File: src/rtl/read_req_arb_fifo_if.sv
// read_req_arb_fifo_if: requester-side, CXL AR/R-side and status signals of read_req_arb_fifo.
// master is the aggregator's view; slave is the environment's view.
interface read_req_arb_fifo_if #(
    parameter int CH = 4,
    parameter int DEPTH = 16,
    parameter int ADDR_W = 64,
    parameter int ID_W = 12,
    parameter int USER_W = 6,
    parameter int MAX_OUTST = 32
);
    logic [CH-1:0] arvalid_ch;
    logic [CH-1:0] arready_ch;
    logic [CH-1:0][ID_W-1:0] arid_ch;
    logic [CH-1:0][ADDR_W-1:0] araddr_ch;
    logic [CH-1:0][USER_W-1:0] aruser_ch;
    logic arvalid;
    logic arready;
    logic [ID_W-1:0] arid;
    logic [ADDR_W-1:0] araddr;
    logic [USER_W-1:0] aruser;
    logic rvalid;
    logic rlast;
    logic rready;
    logic [$clog2(DEPTH):0] fifo_count;
    logic [$clog2(MAX_OUTST+1)-1:0] outst_count;
    logic rsp_underflow;
    logic [31:0] stat_accepted;
    logic [31:0] stat_full_cycles;

    modport master (
        input arvalid_ch, arid_ch, araddr_ch, aruser_ch, arready, rvalid, rlast,
        output arready_ch, arvalid, arid, araddr, aruser, rready,
        output fifo_count, outst_count, rsp_underflow, stat_accepted, stat_full_cycles
    );
    modport slave (
        output arvalid_ch, arid_ch, araddr_ch, aruser_ch, arready, rvalid, rlast,
        input arready_ch, arvalid, arid, araddr, aruser, rready,
        input fifo_count, outst_count, rsp_underflow, stat_accepted, stat_full_cycles
    );
endinterface

File: src/rtl/read_req_arb_fifo.sv
// read_req_arb_fifo: round-robin AR aggregator feeding a FIFO, issue capped by outstanding reads.
// Define READ_REQ_ARB_FIFO_STATS_EN to enable the stat_accepted/stat_full_cycles counters.
module read_req_arb_fifo #(
    parameter int CH = 4,
    parameter int DEPTH = 16,
    parameter int ADDR_W = 64,
    parameter int ID_W = 12,
    parameter int USER_W = 6,
    parameter int MAX_OUTST = 32
) (
    input logic axi4_mm_clk,
    input logic axi4_mm_rst_n,
    read_req_arb_fifo_if.master bus
);
    localparam int PW = $clog2(DEPTH);
    localparam int CW = CH > 1 ? $clog2(CH) : 1;
    localparam int OW = $clog2(MAX_OUTST + 1);
    localparam int EW = ID_W + USER_W + ADDR_W;

    logic [EW-1:0] mem [DEPTH];
    logic [PW:0] w_ptr, r_ptr;
    logic [CW-1:0] rr_ptr, gnt;
    logic [OW-1:0] outst;
    logic gnt_vld, full, empty, push, pop, rsp_done, underflow;

    assign empty = w_ptr == r_ptr;
    assign full = (w_ptr[PW-1:0] == r_ptr[PW-1:0]) && (w_ptr[PW] != r_ptr[PW]);

    // Descending scan so the channel nearest rr_ptr overwrites any later one.
    always_comb begin
        gnt_vld = 1'b0;
        gnt = '0;
        for (int i = CH - 1; i >= 0; i--) begin
            logic [CW-1:0] c;
            c = CW'((int'(rr_ptr) + i) % CH);
            if (bus.arvalid_ch[c]) begin
                gnt_vld = 1'b1;
                gnt = c;
            end
        end
    end

    assign push = axi4_mm_rst_n && gnt_vld && !full;
    assign bus.arready_ch = push ? CH'(1) << gnt : '0;
    assign bus.arvalid = !empty && (outst < OW'(MAX_OUTST));
    assign pop = bus.arvalid && bus.arready;
    assign rsp_done = bus.rvalid && bus.rlast;
    assign {bus.arid, bus.aruser, bus.araddr} = mem[r_ptr[PW-1:0]];
    assign bus.rready = 1'b1;
    assign bus.fifo_count = w_ptr - r_ptr;
    assign bus.outst_count = outst;
    assign bus.rsp_underflow = underflow;

    always_ff @(posedge axi4_mm_clk)
        if (push) mem[w_ptr[PW-1:0]] <= {bus.arid_ch[gnt], bus.aruser_ch[gnt], bus.araddr_ch[gnt]};

    always_ff @(posedge axi4_mm_clk or negedge axi4_mm_rst_n)
        if (!axi4_mm_rst_n) begin
            w_ptr <= '0;
            r_ptr <= '0;
            rr_ptr <= '0;
            outst <= '0;
            underflow <= 1'b0;
        end else begin
            if (push) begin
                w_ptr <= w_ptr + 1'b1;
                rr_ptr <= (gnt == CW'(CH - 1)) ? '0 : gnt + 1'b1;
            end
            if (pop) r_ptr <= r_ptr + 1'b1;
            if (pop && !rsp_done) outst <= outst + 1'b1;
            else if (rsp_done && !pop) begin
                outst <= (outst == '0) ? outst : outst - 1'b1;
                underflow <= underflow || (outst == '0);
            end
        end

`ifdef READ_REQ_ARB_FIFO_STATS_EN
    logic [31:0] stat_acc, stat_full;
    always_ff @(posedge axi4_mm_clk or negedge axi4_mm_rst_n)
        if (!axi4_mm_rst_n) begin
            stat_acc <= '0;
            stat_full <= '0;
        end else begin
            if (push) stat_acc <= stat_acc + 1'b1;
            if (full && |bus.arvalid_ch) stat_full <= stat_full + 1'b1;
        end
    assign bus.stat_accepted = stat_acc;
    assign bus.stat_full_cycles = stat_full;
`else
    assign bus.stat_accepted = '0;
    assign bus.stat_full_cycles = '0;
`endif
endmodule

File: src/flat_wrapper.sv
// flat-port wrapper written by rule: the top's interface ports become plain ports
module read_req_arb_fifo_flat 
#(
    parameter int CH = 4,
    parameter int DEPTH = 16,
    parameter int ADDR_W = 64,
    parameter int ID_W = 12,
    parameter int USER_W = 6,
    parameter int MAX_OUTST = 32
)
  (axi4_mm_clk, axi4_mm_rst_n, bus_arvalid_ch, bus_arid_ch, bus_araddr_ch, bus_aruser_ch, bus_arready, bus_rvalid, bus_rlast, bus_arready_ch, bus_arvalid, bus_arid, bus_araddr, bus_aruser, bus_rready, bus_fifo_count, bus_outst_count, bus_rsp_underflow, bus_stat_accepted, bus_stat_full_cycles);
  read_req_arb_fifo_if #(.CH(CH), .DEPTH(DEPTH), .ADDR_W(ADDR_W), .ID_W(ID_W), .USER_W(USER_W), .MAX_OUTST(MAX_OUTST)) bus_i ();
  input logic axi4_mm_clk;
  input logic axi4_mm_rst_n;
  input wire logic [$bits(bus_i.arvalid_ch)-1:0] bus_arvalid_ch;
  input wire logic [$bits(bus_i.arid_ch)-1:0] bus_arid_ch;
  input wire logic [$bits(bus_i.araddr_ch)-1:0] bus_araddr_ch;
  input wire logic [$bits(bus_i.aruser_ch)-1:0] bus_aruser_ch;
  input wire logic [$bits(bus_i.arready)-1:0] bus_arready;
  input wire logic [$bits(bus_i.rvalid)-1:0] bus_rvalid;
  input wire logic [$bits(bus_i.rlast)-1:0] bus_rlast;
  output wire logic [$bits(bus_i.arready_ch)-1:0] bus_arready_ch;
  output wire logic [$bits(bus_i.arvalid)-1:0] bus_arvalid;
  output wire logic [$bits(bus_i.arid)-1:0] bus_arid;
  output wire logic [$bits(bus_i.araddr)-1:0] bus_araddr;
  output wire logic [$bits(bus_i.aruser)-1:0] bus_aruser;
  output wire logic [$bits(bus_i.rready)-1:0] bus_rready;
  output wire logic [$bits(bus_i.fifo_count)-1:0] bus_fifo_count;
  output wire logic [$bits(bus_i.outst_count)-1:0] bus_outst_count;
  output wire logic [$bits(bus_i.rsp_underflow)-1:0] bus_rsp_underflow;
  output wire logic [$bits(bus_i.stat_accepted)-1:0] bus_stat_accepted;
  output wire logic [$bits(bus_i.stat_full_cycles)-1:0] bus_stat_full_cycles;
  assign bus_i.arvalid_ch = bus_arvalid_ch;
  assign bus_i.arid_ch = bus_arid_ch;
  assign bus_i.araddr_ch = bus_araddr_ch;
  assign bus_i.aruser_ch = bus_aruser_ch;
  assign bus_i.arready = bus_arready;
  assign bus_i.rvalid = bus_rvalid;
  assign bus_i.rlast = bus_rlast;
  assign bus_arready_ch = bus_i.arready_ch;
  assign bus_arvalid = bus_i.arvalid;
  assign bus_arid = bus_i.arid;
  assign bus_araddr = bus_i.araddr;
  assign bus_aruser = bus_i.aruser;
  assign bus_rready = bus_i.rready;
  assign bus_fifo_count = bus_i.fifo_count;
  assign bus_outst_count = bus_i.outst_count;
  assign bus_rsp_underflow = bus_i.rsp_underflow;
  assign bus_stat_accepted = bus_i.stat_accepted;
  assign bus_stat_full_cycles = bus_i.stat_full_cycles;
  read_req_arb_fifo #(.CH(CH), .DEPTH(DEPTH), .ADDR_W(ADDR_W), .ID_W(ID_W), .USER_W(USER_W), .MAX_OUTST(MAX_OUTST)) u_core (.axi4_mm_clk(axi4_mm_clk), .axi4_mm_rst_n(axi4_mm_rst_n), .bus(bus_i));
endmodule
File: config.mk
export PLATFORM = sky130hd
export DESIGN_NAME = read_req_arb_fifo_flat
export DESIGN_NICKNAME = d
export VERILOG_FILES = /design/src/rtl/read_req_arb_fifo_if.sv /design/src/rtl/read_req_arb_fifo.sv /design/src/flat_wrapper.sv
export SDC_FILE = /design/constraint.sdc
export NUM_CORES = 1
export LEC_CHECK = 0
export CAP_MARGIN = 10
export CELL_PAD_IN_SITES_DETAIL_PLACEMENT = 1
export CELL_PAD_IN_SITES_GLOBAL_PLACEMENT = 1
export CORE_ASPECT_RATIO = 1.2
export CORE_MARGIN = 10
export CORE_UTILIZATION = 50
export DETAILED_ROUTE_END_ITERATION = 8
export PLACE_DENSITY = 0.83
export SLEW_MARGIN = 20
export SYNTH_ARGS = -nofsm -noshare
export SYNTH_HDL_FRONTEND = slang
export SYNTH_SLANG_ARGS = --single-unit
File: constraint.sdc
create_clock -name axi4_mm_clk -period 9.3 [get_ports axi4_mm_clk]
set_input_delay 1.86 -clock axi4_mm_clk [delete_from_list [all_inputs] [get_ports axi4_mm_clk]]
set_output_delay 1.86 -clock axi4_mm_clk [all_outputs]
set_load 0.005 [all_outputs]
==> flow_metrics.tcl <==
set metrics [dict create \
    worstMarginPinSlew_ps 1210 \
    synthArstFlopShare 0.0143 \
    worst_ir_drop_vdd_v 0.000281 \
    pin_count 501 \
    ys_ff_latch 1331 \
    cpMostUsedCell "buf_4" \
    end_kind "primary output" \
    synth_flop_cell "edfxtp_1" \
    setup_tns_ps 0 \
    gp_congestion 0.751 \
    synth_top_area_cell "edfxtp_1" \
    htreeDepth 3 \
    critPathSlowestCell "dfrtp_4" \
    groute.usage.overall 0.241 \
    synth.yosys.warnings 0 \
    synth_common_cells "edfxtp_1 (1,312), nand2_1 (342), mux4_2 (328)" \
    core_sq_um 108000 \
    path_buf_inv 4 \
    min_period_ps 6680 \
    grt_max_degree 162 \
    firstDrtPassIters 5 \
    yosysMostFrequentCell "edfxtp_1" \
    grt_overflow 0 \
    cap_violations 0 \
    startpoint_type "flop" \
    clk_latency_ps 740 \
    netlist-cell-type-count 36 \
    grt_pass1_wl_microns 221000 \
    clk_pin_slew_ps 70 \
    fin_worst_hold_slack_ps 502 \
    finalClockSkew_ps 31.4 \
    cp.arrival_ps 4820 \
    cellLeakagePower_nw 21.2 \
    crit_fanout 61 \
    power.internal_mw 14.0 \
    required_ps 7440 \
    pwr-share-seq 0.403 \
    utilization 0.597 \
    ys_seq_area_frac 0.734 \
    rsz0062_at_grt "no" \
    cpLargestDelayFamily "buffers and inverters" \
    p_total_mw 20.9 \
    drt_iter0_markers 3335 \
    holdBufCountCts 0 \
    cts_root_buf "clkbuf_16" \
    syn_to_final_growth_pct 18.4 \
    synth_top_cell_area_share 0.725 \
    routed_wl_microns 150000 \
    drive_gt1_frac 0.201 \
    fin_nets 3595 \
    die_width_microns 321 \
    vias 29500 \
    synthTopCellsByArea "edfxtp_1 (72%), mux4_2 (14%), mux2i_1 (4.5%), nand2_1 (2.4%), buf_4 (1.2%)" \
    combPwrFrac 0.362 \
    slew_viol_final 0 \
    path_cells "inv_4 -> buf_4 -> ha_1 -> and4_1 -> a21oi_1 -> buf_4 -> and2_1 -> clkdlybuf4s50_1" \
    relSlewSlack 0.193 \
    antenna_found_initial 2 \
    switching_share 0.330 \
    postCtsSetupBuffers 0 \
    dieArea_sq_um 122000 \
    hold_viol_final 0 \
    via_per_inst 6.22 \
    num_rows 132 \
    postSynthCellCount 2760 \
    setup_viol 0 \
    hp-class "reg -> reg" \
    drcViolationCount 0 \
    syn_area_per_cell_sq_um 19.7 \
    fillers 9128 \
    wl_per_cell_microns 31.7 \
    numPortBuffers 435 \
    worstSetupPathType "reg -> out" \
    dp_hpwl_microns 83500 \
    grt_pass1_vias 32300 \
    max_stage_delay_ps 830 \
    initial_core_util 0.504 \
    cts_buffers 120 \
    clkSinkCount 1331 \
    die_h_microns 381 \
    final.period_utilization 0.718 \
    switchingPower_mw 6.89 \
    cts_resized 0 \
    clkPwrFrac 0.236 \
    p_per_area_nw_per_um2 324 \
    synth-edff-count 1312 \
    status "finished clean" \
    max_freq_ghz 0.150 \
    detail-route-antenna-nets 0 \
    netlist_area_sq_um 54300 \
    clock_tree.buffer_depth 3 \
    cts_tree "yes" \
]
-- metrics by stage --
| step | instance area, sq um | std cells | worst slack [ps] |
|---|---|---|---|
| 6_report | 64300 | 4741 | 2620 |
| 5_1_grt | 64300 | 4741 | 2360 |
| 4_1_cts | 63900 | 4725 | 2560 |
| 3_5_place_dp | 60100 | 4507 | 2830 |
| 3_3_place_gp | 60000 | 4504 | 2930 |
| 2_1_floorplan | 54600 | 2823 | 667 |
-- state kept, by name (all words and copies together), names as in the netlist --
register and cells:
u_core.bus.outst_count 6, u_core.bus.rsp_underflow 1, u_core.mem 1312, u_core.r_ptr 5, u_core.rr_ptr 2, u_core.w_ptr 5
-- power by group through the flow --
stage / Sequential [mW] / Clock, mW / Combinational [mW]
finish: 8.40 / 4.92 / 7.55
global route: 8.44 / 5.19 / 8.10
CTS: 8.42 / 4.96 / 7.47
detailed placement: 8.52 / 0 / 7.35
global placement: 8.42 / 0 / 6.98
floorplan: 8.33 / 0 / 4.55
-- path summary, 6_finish.rpt --
kind,cells after the start,slack [ps],to,from
max in group asynchronous,1,6940,u_core.r_ptr[3],axi4_mm_rst_n
worst max-delay path,8,2620,bus_arready_ch[1],u_core.r_ptr[1]
worst min-delay path,1,500,u_core.bus.rsp_underflow,u_core.bus.rsp_underflow
worst min register to register,1,500,u_core.bus.rsp_underflow,u_core.bus.rsp_underflow
min in group asynchronous,1,1670,u_core.bus.outst_count[0],axi4_mm_rst_n
worst max register to register,10,3450,u_core.mem[2][49],u_core.r_ptr[1]
-- kinds of logic after synthesis --
family / Yosys count / synth area share
compound gates: 109 / 0.0126
xor+xnor: 18 / 0.00290
other cells: 2 / 0.000138
flops: 1331 / 0.734
mux: 576 / 0.182
simple gates: 463 / 0.0367
fa+ha+maj: 21 / 0.00511
buf+inv: 240 / 0.0271
-- layer usage --
metal  track usage  wire (microns)  vias up
met2         0.421           78200     1841
met5             0               0        -
met3        0.0397           12500      248
met1         0.308           55500    15400
li1              -               -    12000
met4        0.0734            3910        0
-- area by class of cell --
class | instances | area, sq um | share of cell area
flip-flops and latches | 1331 | 39900 | 0.620
multi-input cells | 1252 | 13600 | 0.211
repair buffers | 517 | 5210 | 0.0810
clock buffers | 143 | 3130 | 0.0487
well taps | 1407 | 1760 | 0.0274
clock inverters | 75 | 701 | 0.0109
inverters | 15 | 70.1 | 0.00109
diodes | 1 | 2.50 | 0.0000389
-- layout by cell type (no fill, tap or decap), drive strengths merged, types with 11 or more instances in the layout --
cell / n
mux4: 328
and3: 85
a31oi: 83
nand2: 342
clkinv: 53
nor2: 18
xnor2: 13
bufinv: 11
dfrtp: 19
edfxtp: 1312
inv: 18
clkdlybuf4s50: 435
ha: 19
mux2i: 247
conb: 65
buf: 78
clkbuf: 147
No activity file was read; power rests on OpenSTA's default activity.
